===== src/rtl/mcpu5_prog_feeder_if.sv =====
// Program-load port of the MCPU5 program feeder: one 6-bit instruction
// word per beat, transferred when load_valid and load_ready are both high.
interface mcpu5_prog_feeder_if;
    logic       load_valid;
    logic [5:0] load_data;
    logic       load_last;
    logic       load_ready;

    modport master (
        output load_valid,
        output load_data,
        output load_last,
        input  load_ready
    );

    modport slave (
        input  load_valid,
        input  load_data,
        input  load_last,
        output load_ready
    );
endinterface


===== src/rtl/mcpu5_prog_feeder.sv =====
// MCPU5 program feeder: small program RAM loaded over a valid/ready port,
// served to the core as inst_out = mem[pc_in] while running. Holds the
// core in reset (cpu_rst) whenever the program is absent or being loaded.
// Optional macro HALT_DETECT_EN adds a sticky branch-to-self detector
// driving halted; without it halted is tied low.
module mcpu5_prog_feeder #(
    parameter int unsigned DEPTH = 32,
    parameter int unsigned AW    = 5,
    parameter logic [5:0]  NOP   = 6'b111100
) (
    input  logic                  clk,
    input  logic                  rst,
    input  logic                  load_start,
    input  logic                  run_start,
    mcpu5_prog_feeder_if.slave    load,
    input  logic [7:0]            pc_in,
    output logic [5:0]            inst_out,
    output logic                  cpu_rst,
    output logic                  halted
);

    typedef enum logic [1:0] {
        ST_IDLE,
        ST_LOAD,
        ST_RUN
    } state_t;

    localparam logic [AW-1:0] LAST_ADDR = AW'(DEPTH - 1);

    state_t        state;
    logic [AW-1:0] wr_ptr;
    logic          load_ready;
    logic [5:0]    mem [DEPTH];
    logic          beat;

    assign load.load_ready = load_ready;
    assign beat            = load.load_valid & load_ready;

    // Sequencer: state, write pointer and registered handshake / core reset.
    // cpu_rst rises on the same edge that enters LOAD but only falls one
    // edge after RUN is entered, so the core never sees a partial program.
    always_ff @(posedge clk or posedge rst) begin
        if (rst) begin
            state      <= ST_IDLE;
            wr_ptr     <= '0;
            load_ready <= 1'b0;
            cpu_rst    <= 1'b1;
        end else begin
            case (state)
                ST_IDLE: begin
                    cpu_rst <= 1'b1;
                    if (load_start) begin
                        state      <= ST_LOAD;
                        wr_ptr     <= '0;
                        load_ready <= 1'b1;
                    end else if (run_start) begin
                        state <= ST_RUN;
                    end
                end
                ST_LOAD: begin
                    cpu_rst <= 1'b1;
                    if (load_start) begin
                        wr_ptr <= '0;
                    end else if (beat) begin
                        wr_ptr <= wr_ptr + 1'b1;
                        if (load.load_last || wr_ptr == LAST_ADDR) begin
                            state      <= ST_RUN;
                            load_ready <= 1'b0;
                        end
                    end
                end
                ST_RUN: begin
                    if (load_start) begin
                        state      <= ST_LOAD;
                        wr_ptr     <= '0;
                        load_ready <= 1'b1;
                        cpu_rst    <= 1'b1;
                    end else begin
                        cpu_rst <= 1'b0;
                    end
                end
                default: begin
                    state      <= ST_IDLE;
                    load_ready <= 1'b0;
                    cpu_rst    <= 1'b1;
                end
            endcase
        end
    end

    // Program RAM: filled with NOP on reset, written one word per accepted beat.
    always_ff @(posedge clk or posedge rst) begin
        if (rst) begin
            for (int unsigned i = 0; i < DEPTH; i++) begin
                mem[i] <= NOP;
            end
        end else if (beat) begin
            mem[wr_ptr] <= load.load_data;
        end
    end

    // Zero-latency instruction read; out-of-range PCs see NOP instead of aliasing.
    always_comb begin
        inst_out = NOP;
        if (state == ST_RUN && {1'b0, pc_in} < 9'(DEPTH)) begin
            inst_out = mem[pc_in[AW-1:0]];
        end
    end

`ifdef HALT_DETECT_EN
    logic [7:0] last_pc;
    logic       last_pc_vld;
    logic       match_seen;

    // Halt detector: BCC +0 at an unchanged PC on two consecutive clocks sets
    // a sticky flag; any load_start (entry into LOAD) clears it.
    always_ff @(posedge clk or posedge rst) begin
        if (rst) begin
            last_pc     <= '0;
            last_pc_vld <= 1'b0;
            match_seen  <= 1'b0;
            halted      <= 1'b0;
        end else if (load_start) begin
            last_pc_vld <= 1'b0;
            match_seen  <= 1'b0;
            halted      <= 1'b0;
        end else if (state == ST_RUN) begin
            last_pc     <= pc_in;
            last_pc_vld <= 1'b1;
            if (last_pc_vld && pc_in == last_pc && inst_out == 6'b000000) begin
                match_seen <= 1'b1;
                if (match_seen) begin
                    halted <= 1'b1;
                end
            end else begin
                match_seen <= 1'b0;
            end
        end else begin
            last_pc_vld <= 1'b0;
            match_seen  <= 1'b0;
        end
    end
`else
    assign halted = 1'b0;
`endif

endmodule


===== src/flat_wrapper.sv =====
// flat-port wrapper written by rule: the top's interface ports become plain ports
module mcpu5_prog_feeder_flat 
#(
    parameter int unsigned DEPTH = 32,
    parameter int unsigned AW    = 5,
    parameter logic [5:0]  NOP   = 6'b111100
)
  (clk, rst, load_start, run_start, pc_in, inst_out, cpu_rst, halted, load_load_valid, load_load_data, load_load_last, load_load_ready);
  mcpu5_prog_feeder_if load_i ();
  input  logic clk;
  input  logic rst;
  input  logic load_start;
  input  logic run_start;
  input  logic [7:0] pc_in;
  output logic [5:0] inst_out;
  output logic cpu_rst;
  output logic halted;
  input wire logic [$bits(load_i.load_valid)-1:0] load_load_valid;
  input wire logic [$bits(load_i.load_data)-1:0] load_load_data;
  input wire logic [$bits(load_i.load_last)-1:0] load_load_last;
  output wire logic [$bits(load_i.load_ready)-1:0] load_load_ready;
  assign load_i.load_valid = load_load_valid;
  assign load_i.load_data = load_load_data;
  assign load_i.load_last = load_load_last;
  assign load_load_ready = load_i.load_ready;
  mcpu5_prog_feeder #(.DEPTH(DEPTH), .AW(AW), .NOP(NOP)) u_core (.clk(clk), .rst(rst), .load_start(load_start), .run_start(run_start), .load(load_i), .pc_in(pc_in), .inst_out(inst_out), .cpu_rst(cpu_rst), .halted(halted));
endmodule

===== config.mk =====
export PLATFORM = sky130hd
export DESIGN_NAME = mcpu5_prog_feeder_flat
export DESIGN_NICKNAME = d
export VERILOG_FILES = /design/src/rtl/mcpu5_prog_feeder_if.sv /design/src/rtl/mcpu5_prog_feeder.sv /design/src/flat_wrapper.sv
export SDC_FILE = /design/constraint.sdc
export NUM_CORES = 1
export LEC_CHECK = 0
export CAP_MARGIN = 20
export CORE_UTILIZATION = 31
export CTS_CLUSTER_DIAMETER = 80
export DETAILED_ROUTE_END_ITERATION = 8
export MAX_ROUTING_LAYER = met4
export PLACE_DENSITY = 0.44
export SLEW_MARGIN = 20
export SYNTH_ARGS = -nofsm -noshare
export SYNTH_HDL_FRONTEND = slang
export SYNTH_SLANG_ARGS = --single-unit

===== constraint.sdc =====
create_clock -name clk -period 9.7 [get_ports clk]
set_input_delay 2.91 -clock clk [delete_from_list [all_inputs] [get_ports clk]]
set_output_delay 2.91 -clock clk [all_outputs]
set_load 0.03 [all_outputs]

==> results of run 1 <==
[kinds of logic (layout without fill, tap and decap cells)]
| logic type | Yosys count | after routing | synth area share [%] |
|---|---|---|---|
| buffers and inverters | 45 | 88 | 2.12 |
| adders and majority gates | 5 | 5 | 0.655 |
| muxes | 261 | 261 | 34.8 |
| other | 1 | 1 | 0.0393 |
| DFF | 201 | 201 | 54.4 |
| AOI/OAI and AO/OA | 50 | 50 | 3.52 |
| and+or+nand+nor | 88 | 88 | 4.51 |
[registers in the layout, indices dropped and copies added (netlist names)]
| signal | count |
|---|---|
| u_core.load.load_ready | 1 |
| u_core.state | 2 |
| u_core.mem | 192 |
| u_core.cpu_rst | 1 |
| u_core.wr_ptr | 5 |
[cell type report]
cell class                 instances  area [µm²]  area share, %
clock inverter                     8        90.1          0.819
multi-input combinational        405        4160           37.8
sequential                       201        5190           47.2
timing repair buffer              38         333           3.02
tap                              390         488           4.43
clock buffer                      36         717           6.52
inverter                           6        30.0          0.273
[synthesized netlist by cell type (all sizes together)]
library cell  count  area, µm²
o22ai            20        125
o21ai             8       40.0
dfrtp            72       1800
nor2             20       75.1
clkbuf           24       90.1
a21oi             5       25.0
nand2b            7       43.8
nor3              7       35.0
a221oi            8       70.1
a22oi             3       22.5
o211ai            4       35.0
mux2i            18        180
dfstp           129       3390
nor3b             3       22.5
or4               1       7.51
and2              1       6.26
nand3b            3       22.5
conb              1       3.75
nor4              3       25.0
nor4b             1       8.76
and3              5       31.3
buf              15       90.1
mux4             34        788
mux2            209       2350
o32ai             1       8.76
nor2b             1       6.26
o311a             1       10.0
inv               6       22.5
nand4             1       6.26
or3               1       6.26
nand2            29        109
nand3             5       25.0
ha                5       62.6
[path summary, 6_finish.rpt]
| check | cells past startpoint | to | start | slack [ns] |
|---|---|---|---|---|
| setup / recovery | 7 | inst_out[0] | pc_in[1] | 1.04 |
| hold / removal | 1 | u_core.mem[67] | u_core.mem[67] | 0.48 |
| setup reg to reg | 4 | u_core.mem[1] | u_core.load.load_ready | 7.46 |
| hold reg to reg | 1 | u_core.mem[67] | u_core.mem[67] | 0.48 |
| max in group asynchronous | 3 | u_core.mem[91] | rst | 5.18 |
| min in group asynchronous | 2 | u_core.mem[180] | rst | 3.04 |
[report_power, final]
group          switching, W  internal, W  leakage (nW)
logic             0.0000964    0.0000640          2.16
registers         0.0000302     0.000893          2.33
clock network      0.000348     0.000562         0.403
total              0.000475      0.00152          4.89
[layer usage]
layer	up-vias	GRT usage [%]
met1	2937	22.0
met5	-	-
met2	83	24.7
li1	2479	-
met4	0	2.96
met3	29	2.61
[worst register-to-register path, cell delays in order (launching register included)]
cell and delay (ns):
dfrtp_1 0.47, and2_1 0.32, nand2_1 0.25, nor2_1 0.69, mux2_1 0.39
[per-stage QoR]
step / cell area [µm²] / util [%]
2_1_floorplan: 9550 / -
5_1_grt: 11000 / 36.7
3_3_place_gp: 10200 / 34.1
3_5_place_dp: 10200 / 34.1
4_1_cts: 11000 / 36.8
6_report: 11000 / 36.7
==> results.sh, run 1 <==
export IMPL_wl_mm=23.4
export IMPL_pwr_density_cell_mw_per_mm2=181
export IMPL_path_buf_inv=3
export IMPL_clkSlewWorstSetupHoldPaths_ns=0.05
export IMPL_min_path_type="register to register"
export IMPL_start_kind="primary input"
export IMPL_tightest_slew_ns=0.927
export IMPL_core_mm2=0.0300
export IMPL_required_ns=6.79
export IMPL_grt_max_degree=133
export IMPL_ys_seq_area_share_pct=54.4
export IMPL_critPathKind="primary input to output port"
export IMPL_cts_tree="built"
export IMPL_crit_path_cell_trace="clkdlybuf4s50_1 > buf_4 > mux4_1 > mux4_2 > nand2_1 > o211ai_2 > clkdlybuf4s50_1"
export IMPL_clock_latency_ns=0.51
export IMPL_ios=29
export IMPL_drc=0
export IMPL_wire_per_inst_um=21.6
export IMPL_vias=5528
export IMPL_layout_commonest_cell="mux2_1"
export IMPL_dp_hpwl_mm=15.7
export IMPL_grt_usage_pct=15.9
export IMPL_antenna_found_initial=0
export IMPL_rsz0062_at_grt="false"
export IMPL_grt_pass1_vias=6006
export IMPL_cts_buffers=25
export IMPL_crit_arrival_ns=5.75
export IMPL_end_kind="output port"
export IMPL_route_met3_wl_um=837
export IMPL_drtAntennaViolNets=0
export IMPL_die_w_um=178
export IMPL_min_period_over_period_pct=89.2
export IMPL_cap_violations=0
export IMPL_crit_slowest_cell="clkdlybuf4s50_1"
export IMPL_holdBufCountCts=0
export IMPL_num_rows=63
export IMPL_crit_fanout=18
export IMPL_final_nets=702
export IMPL_cp_top_family="buffers and inverters"
export IMPL_layout_drive_gt1_share_pct=31.1
export IMPL_cts_resized=0
export IMPL_grt_pass1_wl_mm=36.8
export IMPL_start_util_pct=31.9
export IMPL_cts_root_buffer="clkbuf_16"
export IMPL_fmax_mhz=116
export IMPL_fin_ws_ns=1.04
export IMPL_clockBufferDepth=3
export IMPL_ir_drop_mv=0.108
export IMPL_synth_seq_cells=201
export IMPL_syn_cell_area_mm2=0.00955
export IMPL_hold_viol_final=0
export IMPL_period_minus_slack_ns=8.66
export IMPL_diodes=0
export IMPL_mostFrequentLayoutCells="mux2_1, dfstp_2, dfrtp_1"
export IMPL_drt_iter0_markers=215
export IMPL_clock_skew_ns=0.00696
export IMPL_first_pass_iters=5
export IMPL_hold_ws_ns=0.483
export IMPL_syn_inst=651
export IMPL_p_leak_nw=4.89
export IMPL_layoutNonFillerInstCount=1084
export IMPL_gp_congestion=0.820
export IMPL_overflow=0
export IMPL_dp_cells=1040
export IMPL_syn_avg_cell_area_um2=14.7
export IMPL_status="complete, no violations"
export IMPL_wl_met2_mm=11.0
export IMPL_synth_nets=676
export IMPL_place_ws_ns=1.03
export IMPL_synth_warnings=0
export IMPL_port_buffers=27
export IMPL_dieHeight_um=178
export IMPL_fillers=2859
export IMPL_cts_setup_buffers=0
export IMPL_finalPower_w=0.00199
export IMPL_die_area_mm2=0.0315
export IMPL_clock_sinks=201
export IMPL_drt_met1_wl_mm=11.2
export IMPL_slowest_delay_ns=0.63
export IMPL_setup_viol=0
export IMPL_h_tree_depth=1
export IMPL_slew_headroom_pct=38.2
export IMPL_maxSlewViolCount=0
export IMPL_route_top_layer_used="met4"
export IMPL_fin_tns_setup_ns=0
export IMPL_synthDistinctLibCells=42
export IMPL_vias_per_cell=5.10
export IMPL_area_growth_syn_to_layout_pct=15.2
export IMPL_crit_top_cell="clkdlybuf4s50_1"
(Power assumes the default switching activity.)
==> run 2: changes to the inputs <==
Settings changed: RECOVER_POWER set to 50.
==> results.sh, run 2 (same netlist as run 1, synthesis figures left out) <==
export IMPL_status="complete, but fails checks"
export IMPL_violations="capacitance limit, slew limit"
export IMPL_worstReg2RegStart="u_core.load.load_ready"
export IMPL_grt_pass1_vias=6006
export IMPL_grt_max_degree=133
export IMPL_tightest_slew_ns=5.08
export IMPL_p_leak_nw=4.89
export IMPL_place_ws_ns=1.03
export IMPL_layout_commonest_cell="mux2_1"
export IMPL_whs_path_depth=1
export IMPL_switchingPower_w=0.000474
export IMPL_mostFrequentLayoutCells="mux2_1, dfstp_2, dfrtp_1"
export IMPL_top_regs="u_core.mem x192, u_core.wr_ptr x5, u_core.state x2"
export IMPL_end_kind="output port"
export IMPL_layout_drive_gt1_share_pct=31.0
export IMPL_clkPwrFrac_pct=45.7
export IMPL_ir_drop_mv=0.108
export IMPL_grt_usage_pct=15.9
export IMPL_min_period_over_period_pct=89.2
export IMPL_hp_start="u_core.mem[67]"
export IMPL_gp_congestion=0.820
export IMPL_die_w_um=178
export IMPL_clock_skew_ns=0.00753
export IMPL_final_nets=702
export IMPL_h_tree_depth=1
export IMPL_setup_viol=0
export IMPL_final_util_pct=36.7
export IMPL_overflow=0
export IMPL_pwr_share_comb_pct=8.0
export IMPL_die_area_mm2=0.0315
export IMPL_clkSlewWorstSetupHoldPaths_ns=0.05
export IMPL_route_top_layer_used="met4"
export IMPL_maxSlewViolCount=133
export IMPL_start_kind="primary input"
export IMPL_core_mm2=0.0300
export IMPL_port_buffers=27
export IMPL_wire_per_inst_um=21.6
export IMPL_reg2regPathDepth=4
export IMPL_ios=29
export IMPL_r2r_end="u_core.mem[1]"
export IMPL_p_int_w=0.00152
export IMPL_drtAntennaViolNets=0
export IMPL_start_util_pct=31.9
export IMPL_clock_latency_ns=0.51
export IMPL_grt_pass1_wl_mm=36.8
export IMPL_clockBufferDepth=3
export IMPL_fmax_mhz=116
export IMPL_wl_met2_mm=11.0
export IMPL_clock_sinks=201
export IMPL_dieHeight_um=178
export IMPL_rsz0062_at_grt="false"
export IMPL_num_rows=63
export IMPL_wl_mm=23.4
export IMPL_critPathKind="primary input to output port"
export IMPL_p_sw_share_pct=23.8
export IMPL_regMostFlops="u_core.mem"
export IMPL_holdPathEnd="u_core.mem[67]"
export IMPL_dp_hpwl_mm=15.7
export IMPL_pwr_density_cell_mw_per_mm2=181
export IMPL_slew_headroom_pct=-239
export IMPL_crit_fanout=18
export IMPL_drt_iter0_markers=209
export IMPL_vias=5528
export IMPL_period_minus_slack_ns=8.65
export IMPL_drc=0
export IMPL_fin_ws_ns=1.05
export IMPL_fin_tns_setup_ns=0
export IMPL_diodes=0
export IMPL_antenna_found_initial=0
export IMPL_vias_per_cell=5.10
export IMPL_r2r_slack_ns=7.37
export IMPL_p_seq_share_pct=46.3
export IMPL_cts_setup_buffers=0
export IMPL_drt_met1_wl_mm=11.1
export IMPL_min_path_type="register to register"
export IMPL_crit_arrival_ns=5.74
export IMPL_route_met3_wl_um=895
export IMPL_area_growth_syn_to_layout_pct=15.2
export IMPL_largest_reg_flops=192
export IMPL_holdBufCountCts=0
export IMPL_cts_buffers=25
export IMPL_first_pass_iters=4
export IMPL_cts_tree="built"
export IMPL_cts_root_buffer="clkbuf_16"
export IMPL_hold_viol_final=0
export IMPL_cts_resized=0
export IMPL_cap_violations=1
export IMPL_required_ns=6.79
[run 2: changes by cell type in the layout (fill, tap and decap cells not counted), sizes merged]
| cell | change |
|---|---|
| clkdlybuf4s50 | -3 |
| dlygate4sd3 | +3 |
[run 2: worst max-delay path by stage]
stage | from | to
after floorplan | rst | u_core.load.load_ready
after global placement | pc_in[1] | inst_out[0]
after detailed placement | pc_in[1] | inst_out[0]
final | pc_in[1] | inst_out[0]
after global routing | pc_in[1] | inst_out[1]
after CTS | pc_in[1] | inst_out[0]
[run 2: worst max-delay path: stages]
cell             delay (ns)
clkdlybuf4s50_1        0.63
buf_4                  0.31
mux4_1                 0.59
mux4_2                 0.49
nand2_1                0.11
o211ai_2               0.09
clkdlybuf4s50_1        0.60
[run 2: power groups by stage]
stage | clock network (W) | logic (W) | registers [W]
after CTS | 0.000940 | 0.000165 | 0.000923
after detailed placement | 0 | 0.000165 | 0.000936
after floorplan | 0 | 0.000111 | 0.000927
after global routing | 0.000973 | 0.000176 | 0.000928
after global placement | 0 | 0.000159 | 0.000934
final | 0.000910 | 0.000159 | 0.000923
[run 2: per-layer routing]
| layer | vias to the layer above | GRT usage [%] |
|---|---|---|
| li1 | 2483 | - |
| met1 | 2937 | 22.0 |
| met2 | 79 | 24.7 |
| met3 | 29 | 2.61 |
| met4 | 0 | 2.96 |
| met5 | - | - |
[run 2: final cells by class]
| cell class | count | area, µm² |
|---|---|---|
| fill | 2860 | 19000 |
| sequential | 201 | 5190 |
| multi-input combinational | 405 | 4160 |
| clock buffer | 36 | 717 |
| tap | 390 | 488 |
| timing repair buffer | 38 | 333 |
| clock inverter | 8 | 90.1 |
| inverter | 6 | 22.5 |
[run 2: metrics by stage]
step / instance area (µm²) / total power [W] / instances / hold slack [ns]
finish: 11000 / 0.00199 / 1084 / 0.483
global route: 11000 / 0.00208 / 1084 / 0.501
CTS: 11000 / 0.00203 / 1084 / 0.484
detailed placement: 10200 / 0.00110 / 1040 / 0.471
global placement: 10200 / 0.00109 / 1040 / 0.465
floorplan: 9550 / 0.00104 / 651 / 0.449
==> run 3: changes to the inputs <==
Settings changed: CAP_MARGIN 20 to 10.
Clock period 9.7 ns to 9.1 ns, I/O delays scaled along.
==> results.sh, run 3 (same netlist as run 1, synthesis figures left out) <==
export IMPL_status="complete, but fails checks"
export IMPL_violations="capacitance limit, slew limit"
export IMPL_wire_per_inst_um=22.0
export IMPL_tightest_slew_ns=5.33
export IMPL_h_tree_depth=1
export IMPL_holdBufCountCts=0
export IMPL_min_path_type="register to register"
export IMPL_first_pass_iters=4
export IMPL_die_area_mm2=0.0315
export IMPL_ios=29
export IMPL_p_leak_nw=4.92
export IMPL_crit_arrival_ns=5.55
export IMPL_slowest_delay_ns=0.75
export IMPL_min_period_over_period_pct=91.0
export IMPL_required_ns=6.37
export IMPL_grt_usage_pct=16.5
export IMPL_place_ws_ns=0.822
export IMPL_cap_violations=1
export IMPL_port_buffers=27
export IMPL_maxSlewViolCount=137
export IMPL_grt_pass1_vias=6076
export IMPL_num_rows=63
export IMPL_crit_path_cell_trace="clkdlybuf4s50_1 > nand2_1 > o22ai_1 > a221oi_1 > o22ai_1 > nor3_1 > clkdlybuf4s50_1"
export IMPL_pwr_density_cell_mw_per_mm2=198
export IMPL_hold_viol_final=0
export IMPL_gp_congestion=0.805
export IMPL_core_mm2=0.0300
export IMPL_final_nets=701
export IMPL_grt_max_degree=137
export IMPL_rsz0062_at_grt="false"
export IMPL_clock_latency_ns=0.52
export IMPL_cts_tree="built"
export IMPL_ir_drop_mv=0.134
export IMPL_layout_commonest_cell="mux2_1"
export IMPL_die_w_um=178
export IMPL_start_util_pct=31.9
export IMPL_setup_viol=0
export IMPL_clkSlewWorstSetupHoldPaths_ns=0.06
export IMPL_drtAntennaViolNets=0
export IMPL_largest_reg_flops=192
export IMPL_fin_tns_setup_ns=0
export IMPL_mostFrequentLayoutCells="mux2_1, dfstp_2, dfrtp_1"
export IMPL_vias_per_cell=5.15
export IMPL_end_kind="output port"
export IMPL_slew_headroom_pct=-255
export IMPL_cts_buffers=25
export IMPL_layout_drive_gt1_share_pct=31.5
export IMPL_regMostFlops="u_core.mem"
export IMPL_diodes=0
export IMPL_cts_resized=0
export IMPL_clock_skew_ns=0.0102
export IMPL_vias=5591
export IMPL_overflow=0
export IMPL_drc=0
export IMPL_area_growth_syn_to_layout_pct=15.8
export IMPL_drt_iter0_markers=279
export IMPL_fmax_mhz=121
export IMPL_critPathKind="primary input to output port"
export IMPL_dp_hpwl_mm=16.0
export IMPL_start_kind="primary input"
export IMPL_dieHeight_um=178
export IMPL_clockBufferDepth=3
export IMPL_fillers=2875
export IMPL_clock_sinks=201
export IMPL_top_regs="u_core.mem x192, u_core.wr_ptr x5, u_core.state x2"
export IMPL_cts_setup_buffers=0
export IMPL_fin_ws_ns=0.818
export IMPL_antenna_found_initial=0
export IMPL_cts_root_buffer="clkbuf_16"
export IMPL_grt_pass1_wl_mm=38.1
export IMPL_period_minus_slack_ns=8.28
export IMPL_wl_mm=23.9
export IMPL_crit_fanout=10
export IMPL_crit_slowest_cell="clkdlybuf4s50_1"
## run 3: cell type report
cell class              instances  area (µm²)  area share, %
inverters                       6        22.5          0.204
multi-input cells             405        4160           37.6
flip-flops and latches        201        5190           46.9
clock buffers                  38         787           7.11
well taps                     390         488           4.41
clock inverters                 8        97.6          0.882
repair buffers                 37         320           2.90
## run 3: through the flow
| stage | power, W | hold WS [ns] | std cells | instance area (µm²) | util (%) |
|---|---|---|---|---|---|
| floorplan | 0.00111 | 0.449 | 651 | 9550 | - |
| global placement | 0.00117 | 0.468 | 1039 | 10200 | 34.1 |
| detailed placement | 0.00117 | 0.473 | 1039 | 10200 | 34.0 |
| CTS | 0.00223 | 0.488 | 1085 | 11100 | 37.0 |
| global route | 0.00229 | 0.503 | 1085 | 11100 | 36.9 |
| finish | 0.00219 | 0.484 | 1085 | 11100 | 36.9 |
## run 3: final timing paths
| check | cells past startpoint | endpoint | from | slack, ns |
|---|---|---|---|---|
| worst max-delay path | 7 | inst_out[5] | pc_in[3] | 0.82 |
| worst min-delay path | 1 | u_core.mem[102] | u_core.mem[102] | 0.48 |
| worst max register to register | 4 | u_core.mem[25] | u_core.load.load_ready | 6.78 |
| worst min register to register | 1 | u_core.mem[102] | u_core.mem[102] | 0.48 |
| max in group asynchronous | 2 | u_core.mem[115] | rst | 1.47 |
| min in group asynchronous | 2 | u_core.mem[132] | rst | 4.54 |
## run 3: metal layers
layer / vias to the layer above / GRT usage (%) / share of wire, %
met5: - / - / 0
met4: 0 / 4.34 / 2.6
met1: 2953 / 22.8 / 48
met3: 40 / 2.21 / 3.9
li1: 2491 / - / -
met2: 107 / 25.5 / 46
## run 3: critical path, delay by kind of cell
kind	cells	cell delay, ns
simple gates	2	0.77
buf+inv	2	1.43
compound gates	3	0.62
## run 3: report_power, final
group | total (W) | switching (W) | internal (W)
combinational | 0.000172 | 0.000105 | 0.0000674
clock | 0.00103 | 0.000382 | 0.000653
sequential | 0.000984 | 0.0000317 | 0.000952
